File: src/rtl/vs_inner_product_scheduler_pkg.sv
// rtl/vs_inner_product_scheduler_pkg.sv - shared types, widths and fixed-point helpers
package vs_inner_product_scheduler_pkg;

   localparam int SIGNAL_SIZE_DEFAULT       = 16;
   localparam int DICTIONARY_SIZE_DEFAULT   = 64;
   localparam int FP_Q_DEFAULT              = 15;

   localparam int SIGNAL_ADDR_WIDTH         = 8;
   localparam int DICTIONARY_ADDR_WIDTH     = 16;
   localparam int REPRESENTATION_ADDR_WIDTH = 8;
   localparam int FP_DATA_BUS_WIDTH         = 32;

   typedef logic signed [63:0] fp_64_t;
   typedef logic signed [31:0] fp_32_t;

   typedef enum logic [2:0] {
      LOAD_SENSING_MATRIX    = 3'd0,
      COMPUTE_INNER_PRODUCTS = 3'd1,
      UPDATE_RESIDUAL        = 3'd2,
      SOLVE_LEAST_SQUARES    = 3'd3
   } vs_dict_proc_command_t;

   typedef enum logic [2:0] {
      IDLE  = 3'd0,
      ISSUE = 3'd1,
      DRAIN = 3'd2,
      WRITE = 3'd3,
      DONE  = 3'd4,
      ERR   = 3'd5
   } vs_ip_sched_state_t;

   // Arithmetic shift keeps rounding toward minus infinity for negative sums.
   function automatic fp_32_t vs_sat_fp64_to_fp32(input fp_64_t acc, input int unsigned q);
      fp_64_t s;
      s = acc >>> q;
      if (s > 64'sh0000_0000_7FFF_FFFF)
         return 32'h7FFF_FFFF;
      else if (s < 64'shFFFF_FFFF_8000_0000)
         return 32'h8000_0000;
      else
         return s[31:0];
   endfunction

   function automatic logic [31:0] vs_abs_fp32(input fp_32_t v);
      if (v == 32'sh8000_0000)
         return 32'h7FFF_FFFF;
      else if (v < 0)
         return 32'(-v);
      else
         return 32'(v);
   endfunction

endpackage

File: src/rtl/vs_fp_mac.sv
// rtl/vs_fp_mac.sv - registered signed multiply-accumulate with clear and saturated output
module vs_fp_mac
   import vs_inner_product_scheduler_pkg::*;
#(
   parameter int FP_Q = FP_Q_DEFAULT
) (
   input  logic   i_clk,
   input  logic   i_rst_n,
   input  logic   i_clear,
   input  logic   i_en,
   input  fp_32_t i_a,
   input  fp_32_t i_b,
   output fp_32_t o_result
);

   fp_64_t r_acc;
   fp_64_t w_prod;

   assign w_prod = fp_64_t'(i_a) * fp_64_t'(i_b);

   always_ff @(posedge i_clk or negedge i_rst_n) begin
      if (!i_rst_n)
         r_acc <= '0;
      else if (i_clear)
         r_acc <= '0;
      else if (i_en)
         r_acc <= r_acc + w_prod;
   end

   assign o_result = vs_sat_fp64_to_fp32(r_acc, FP_Q);

endmodule

File: src/rtl/vs_inner_product_scheduler.sv
// rtl/vs_inner_product_scheduler.sv - streams y and each atom through a MAC, writes x and tracks argmax
module vs_inner_product_scheduler
   import vs_inner_product_scheduler_pkg::*;
#(
   parameter int SIGNAL_SIZE     = SIGNAL_SIZE_DEFAULT,
   parameter int DICTIONARY_SIZE = DICTIONARY_SIZE_DEFAULT,
   parameter int FP_Q            = FP_Q_DEFAULT
) (
   input  logic                                 clk,
   input  logic                                 rst_n,
   input  logic                                 start,
   input  vs_dict_proc_command_t                command,
   output logic                                 busy,
   output logic                                 done,
   output logic                                 cmd_error,
   output logic [SIGNAL_ADDR_WIDTH-1:0]         y_read_addr,
   input  logic [FP_DATA_BUS_WIDTH-1:0]         y_read_data,
   output logic [DICTIONARY_ADDR_WIDTH-1:0]     dict_read_addr,
   input  logic [FP_DATA_BUS_WIDTH-1:0]         dict_read_data,
   output logic                                 x_write_enable,
   output logic [REPRESENTATION_ADDR_WIDTH-1:0] x_write_addr,
   output logic [FP_DATA_BUS_WIDTH-1:0]         x_write_data,
   output logic [REPRESENTATION_ADDR_WIDTH-1:0] best_index,
   output logic [FP_DATA_BUS_WIDTH-1:0]         best_value
);

   localparam logic [SIGNAL_ADDR_WIDTH-1:0]         LAST_I    = SIGNAL_ADDR_WIDTH'(SIGNAL_SIZE - 1);
   localparam logic [REPRESENTATION_ADDR_WIDTH-1:0] LAST_J    = REPRESENTATION_ADDR_WIDTH'(DICTIONARY_SIZE - 1);
   localparam logic [DICTIONARY_ADDR_WIDTH-1:0]     BASE_STEP = DICTIONARY_ADDR_WIDTH'(SIGNAL_SIZE);

   vs_ip_sched_state_t                   r_state;
   vs_ip_sched_state_t                   w_next;
   logic [SIGNAL_ADDR_WIDTH-1:0]         r_i;
   logic [REPRESENTATION_ADDR_WIDTH-1:0] r_j;
   logic [DICTIONARY_ADDR_WIDTH-1:0]     r_base;
   logic                                 r_rd_valid;
   logic [REPRESENTATION_ADDR_WIDTH-1:0] r_best_index;
   logic [FP_DATA_BUS_WIDTH-1:0]         r_best_value;
   logic [31:0]                          r_best_abs;
   logic                                 w_accept;
   logic                                 w_clear;
   fp_32_t                               w_sat;
   logic [31:0]                          w_abs;

   assign w_accept = (r_state == IDLE) && start && (command == COMPUTE_INNER_PRODUCTS);
   assign w_clear  = w_accept || (r_state == WRITE);
   assign w_abs    = vs_abs_fp32(w_sat);

   vs_fp_mac #(
      .FP_Q     (FP_Q)
   ) u_mac (
      .i_clk    (clk),
      .i_rst_n  (rst_n),
      .i_clear  (w_clear),
      .i_en     (r_rd_valid),
      .i_a      (y_read_data),
      .i_b      (dict_read_data),
      .o_result (w_sat)
   );

   always_ff @(posedge clk or negedge rst_n) begin
      if (!rst_n)
         r_state <= IDLE;
      else
         r_state <= w_next;
   end

   always_comb begin
      w_next         = r_state;
      busy           = (r_state != IDLE);
      done           = 1'b0;
      cmd_error      = 1'b0;
      x_write_enable = 1'b0;
      case (r_state)
         IDLE: begin
            if (start) begin
               if (command == COMPUTE_INNER_PRODUCTS)
                  w_next = ISSUE;
               else
                  w_next = ERR;
            end
         end
         ISSUE: begin
            if (r_i == LAST_I)
               w_next = DRAIN;
         end
         DRAIN:
            w_next = WRITE;
         WRITE: begin
            x_write_enable = 1'b1;
            if (r_j == LAST_J)
               w_next = DONE;
            else
               w_next = ISSUE;
         end
         DONE: begin
            done   = 1'b1;
            w_next = IDLE;
         end
         ERR: begin
            cmd_error = 1'b1;
            w_next    = IDLE;
         end
         default:
            w_next = IDLE;
      endcase
   end

   // Counters park on the last address so the RAM addresses hold outside ISSUE.
   always_ff @(posedge clk or negedge rst_n) begin
      if (!rst_n) begin
         r_i          <= '0;
         r_j          <= '0;
         r_base       <= '0;
         r_rd_valid   <= 1'b0;
         r_best_index <= '0;
         r_best_value <= '0;
         r_best_abs   <= '0;
      end else begin
         r_rd_valid <= (r_state == ISSUE);
         case (r_state)
            IDLE: begin
               if (w_accept) begin
                  r_i          <= '0;
                  r_j          <= '0;
                  r_base       <= '0;
                  r_best_index <= '0;
                  r_best_value <= '0;
                  r_best_abs   <= '0;
               end
            end
            ISSUE: begin
               if (r_i != LAST_I)
                  r_i <= r_i + 1'b1;
            end
            WRITE: begin
               if ((r_j == '0) || (w_abs > r_best_abs)) begin
                  r_best_index <= r_j;
                  r_best_value <= w_sat;
                  r_best_abs   <= w_abs;
               end
               if (r_j != LAST_J) begin
                  r_j    <= r_j + 1'b1;
                  r_i    <= '0;
                  r_base <= r_base + BASE_STEP;
               end
            end
            default: ;
         endcase
      end
   end

   assign y_read_addr    = r_i;
   assign dict_read_addr = r_base + DICTIONARY_ADDR_WIDTH'(r_i);
   assign x_write_addr   = r_j;
   assign x_write_data   = w_sat;
   assign best_index     = r_best_index;
   assign best_value     = r_best_value;

endmodule

File: config.mk
export PLATFORM = sky130hd
export DESIGN_NAME = vs_inner_product_scheduler
export DESIGN_NICKNAME = d
export VERILOG_FILES = /design/src/rtl/vs_inner_product_scheduler_pkg.sv /design/src/rtl/vs_fp_mac.sv /design/src/rtl/vs_inner_product_scheduler.sv
export SDC_FILE = /design/constraint.sdc
export NUM_CORES = 2
export LEC_CHECK = 0
export CAP_MARGIN = 15
export CORE_ASPECT_RATIO = 2
export CORE_MARGIN = 4
export CORE_UTILIZATION = 66
export CTS_CLUSTER_SIZE = 30
export DETAILED_ROUTE_END_ITERATION = 12
export DONT_BUFFER_PORTS = 1
export GPL_TIMING_DRIVEN = 0
export PLACE_DENSITY = 0.86
export REMOVE_ABC_BUFFERS = 1
export SLEW_MARGIN = 20
export SYNTH_ARGS = -nofsm -noshare
export SYNTH_HDL_FRONTEND = slang
export SYNTH_SLANG_ARGS = --single-unit
File: constraint.sdc
create_clock -name clk -period 11.5 [get_ports clk]
set_input_delay 2.3 -clock clk [delete_from_list [all_inputs] [get_ports clk]]
set_output_delay 2.3 -clock clk [all_outputs]
set_load 0.02 [all_outputs]
==> flow_summary.json <==
{
  "drt-initial-drc-count": 2858,
  "root_buffer": "clkbuf_16",
  "htree_levels": 4,
  "hold_viol": 0,
  "netlist_area_sq_mm": 0.0491,
  "dp_hpwl_microns": 114000,
  "synth-seq-cells": 168,
  "ctsResizeCount": 0,
  "nFillCells": 5473,
  "drive_gt1_share_pct": 1.76,
  "ys_types": 84,
  "synth_area_leaders": "fa_1 49%, inv_1 10%, dfrtp_1 8.6%, ha_1 6.6%, and2_1 5.8%",
  "pre_cts_slack_ns": 0.940,
  "fin_ws_ns": 1.30,
  "yosysMostFrequentCell": "inv_1",
  "firstDrtPassIters": 6,
  "routedWlPerCell_microns": 24.4,
  "slew_violations": 0,
  "area_delta_synth_final_pct": 1.89,
  "drtAntennaViolNets": 0,
  "cp_max_fo": 32,
  "clock-sinks": 168,
  "clock.fmax_mhz": 98.0,
  "synth_area_leader_cell": "fa_1",
  "async_reset_ff_share_pct": 100,
  "crit_start": "dict_read_data[0]",
  "antenna_found_initial": 7,
  "cts_tree": "built",
  "skew_ns": 0.0157,
  "synth_flop_cell": "dfrtp_1",
  "overflow": 0,
  "nets": 6578,
  "grt_pass1_wl_microns": 229000,
  "hp-start": "r_best_abs[0]$_DFFE_PN0P_",
  "drcViolationCount": 0,
  "vias": 37000,
  "min_path_type": "flop to flop",
  "die_area_sq_mm": 0.0791,
  "relSlewSlack_pct": 19.1,
  "syn_area_per_cell_sq_um": 9.31,
  "cts_buffer_depth": 2,
  "worst-setup-path-type": "input port to flop",
  "io_pins": 178,
  "cts.clk_slew.worst_paths_ns": 0.07,
  "outcome": "completed",
  "yosys_warnings": 0,
  "grt.total_usage_pct": 38.3,
  "clkLatencyLatePin_ns": 0.50,
  "coreArea_sq_mm": 0.0737,
  "initial_utilization_pct": 66.6,
  "wl_microns": 146000,
  "cp.required_ns": 11.85,
  "drv_cap": 0,
  "syn_inst": 5272,
  "port_buffers": 0,
  "ys_top_cells_by_count": "1313 x inv_1, 1210 x fa_1, 691 x nand2_1",
  "rsz0062_at_grt": "false",
  "worst_slew_pin_slew_ns": 1.20,
  "dpl_cell_area_sq_mm": 0.0494,
  "yosysTopAreaCellShare_pct": 49.3,
  "finalInstanceArea_sq_mm": 0.0500,
  "die_y_microns": 394,
  "finalSetupViolations": 0,
  "finalCritPeriodShare_pct": 88.7,
  "holdWs_ns": 0.497,
  "die_x_microns": 201,
  "vias_per_cell": 6.18,
  "rows": 141,
  "cp-end-kind": "flop",
  "ys_seq_area_share_pct": 8.56,
  "cts_setup_buffers": 0,
  "synth_edf_count": 0,
  "grt_pass1_vias": 42300,
  "rr_startpoint": "u_mac.r_acc[25]$_DFFE_PN0P_",
  "critPathArrivalTime_ns": 10.55,
  "numCtsBuffers": 17,
  "place.gp.congestion": 1.03,
  "cts_hold_buffers": 0,
  "min_period_ns": 10.20,
  "grt_max_degree": 169,
  "start_kind": "input port"
}
## critical path: stages
cell       delay [ns]
nand2_4          0.50
inv_1            0.21
fa_1             0.52
inv_1            0.05
fa_1             0.53
inv_1            0.05
fa_1             0.50
inv_1            0.06
fa_1             0.53
inv_1            0.05
fa_1             0.48
fa_1             0.51
fa_1             0.49
inv_1            0.05
fa_1             0.51
inv_1            0.06
ha_1             0.44
nand2_1          0.26
nor3_1           0.28
nand2_1          0.12
nor4_1           0.29
nand3_1          0.27
a2111oi_2        0.66
nor2_1           0.10
o31ai_2          0.28
a31oi_1          0.15
xor2_1           0.18
o21ai_1          0.08
## cells by family after synthesis
logic type,Yosys count,share of synthesized area [%]
flops,168,8.56
simple gates,1484,14.6
buf+inv,1579,12.2
xor+xnor,124,2.21
compound gates,398,5.39
fa+ha+maj,1469,55.9
mux,50,1.03
## area by class of cell
cell class	count	area (sq um)	area share, %
multi-input cells	3525	38900	77.8
inverters	1317	4940	9.88
well taps	929	1160	2.32
diodes	7	17.5	0.0350
repair buffers	10	193	0.385
clock buffers	19	443	0.886
clock inverters	13	134	0.268
flip-flops and latches	168	4210	8.42
## through the flow
step / setup TNS [ns] / util [%] / std cells
global placement: -1.19 / 66.7 / 5939
CTS: 0 / 67.8 / 5981
detailed placement: 0 / 67.0 / 5949
floorplan: 0 / - / 5010
global route: 0 / 67.8 / 5982
finish: 0 / 67.8 / 5988
## registers in the layout, indices dropped and copies added, names as in the netlist
register      count
u_mac.r_acc      64
best_value       32
r_best_abs       32
r_base           12
best_index        8
x_write_addr      8
y_read_addr       8
r_state           3
r_rd_valid        1
## layer usage
layer  vias up  GRT usage [%]  wire length, microns
met3      1048           9.10                 12100
met5         -              0                    33
met4         4           38.6                 19700
met2      2251           65.6                 74400
met1     18800           36.2                 39600
li1      14900              -                     -
## layout by cell type, fill, tap and decap left out, types with 35 or more instances in the layout
cell type / n
nor2_1: 154
ha_1: 259
a21o_1: 42
and2_1: 458
nand3_1: 35
inv_1: 1310
a22o_1: 45
a21oi_1: 95
dfrtp_1: 166
mux2i_1: 47
xnor2_1: 80
nand2_1: 689
xor2_1: 44
fa_1: 1210
o21ai_0: 109
## worst paths after layout
check | to | slack (ns) | cells past startpoint
max | u_mac.r_acc[62]$_DFFE_PN0P_ | 1.30 | 28
min | r_best_abs[0]$_DFFE_PN0P_ | 0.50 | 2
max reg2reg | u_mac.r_acc[53]$_DFFE_PN0P_ | 2.94 | 26
min reg2reg | r_best_abs[0]$_DFFE_PN0P_ | 0.50 | 2
max in group asynchronous | best_value[20]$_DFFE_PN0P_ | 9.67 | 0
min in group asynchronous | x_write_addr[2]$_DFFE_PN0P_ | 1.50 | 0
Power is left out: the tool's default activity adds up to more than one toggle a clock period on the data nets, which glitch-free logic cannot reach.
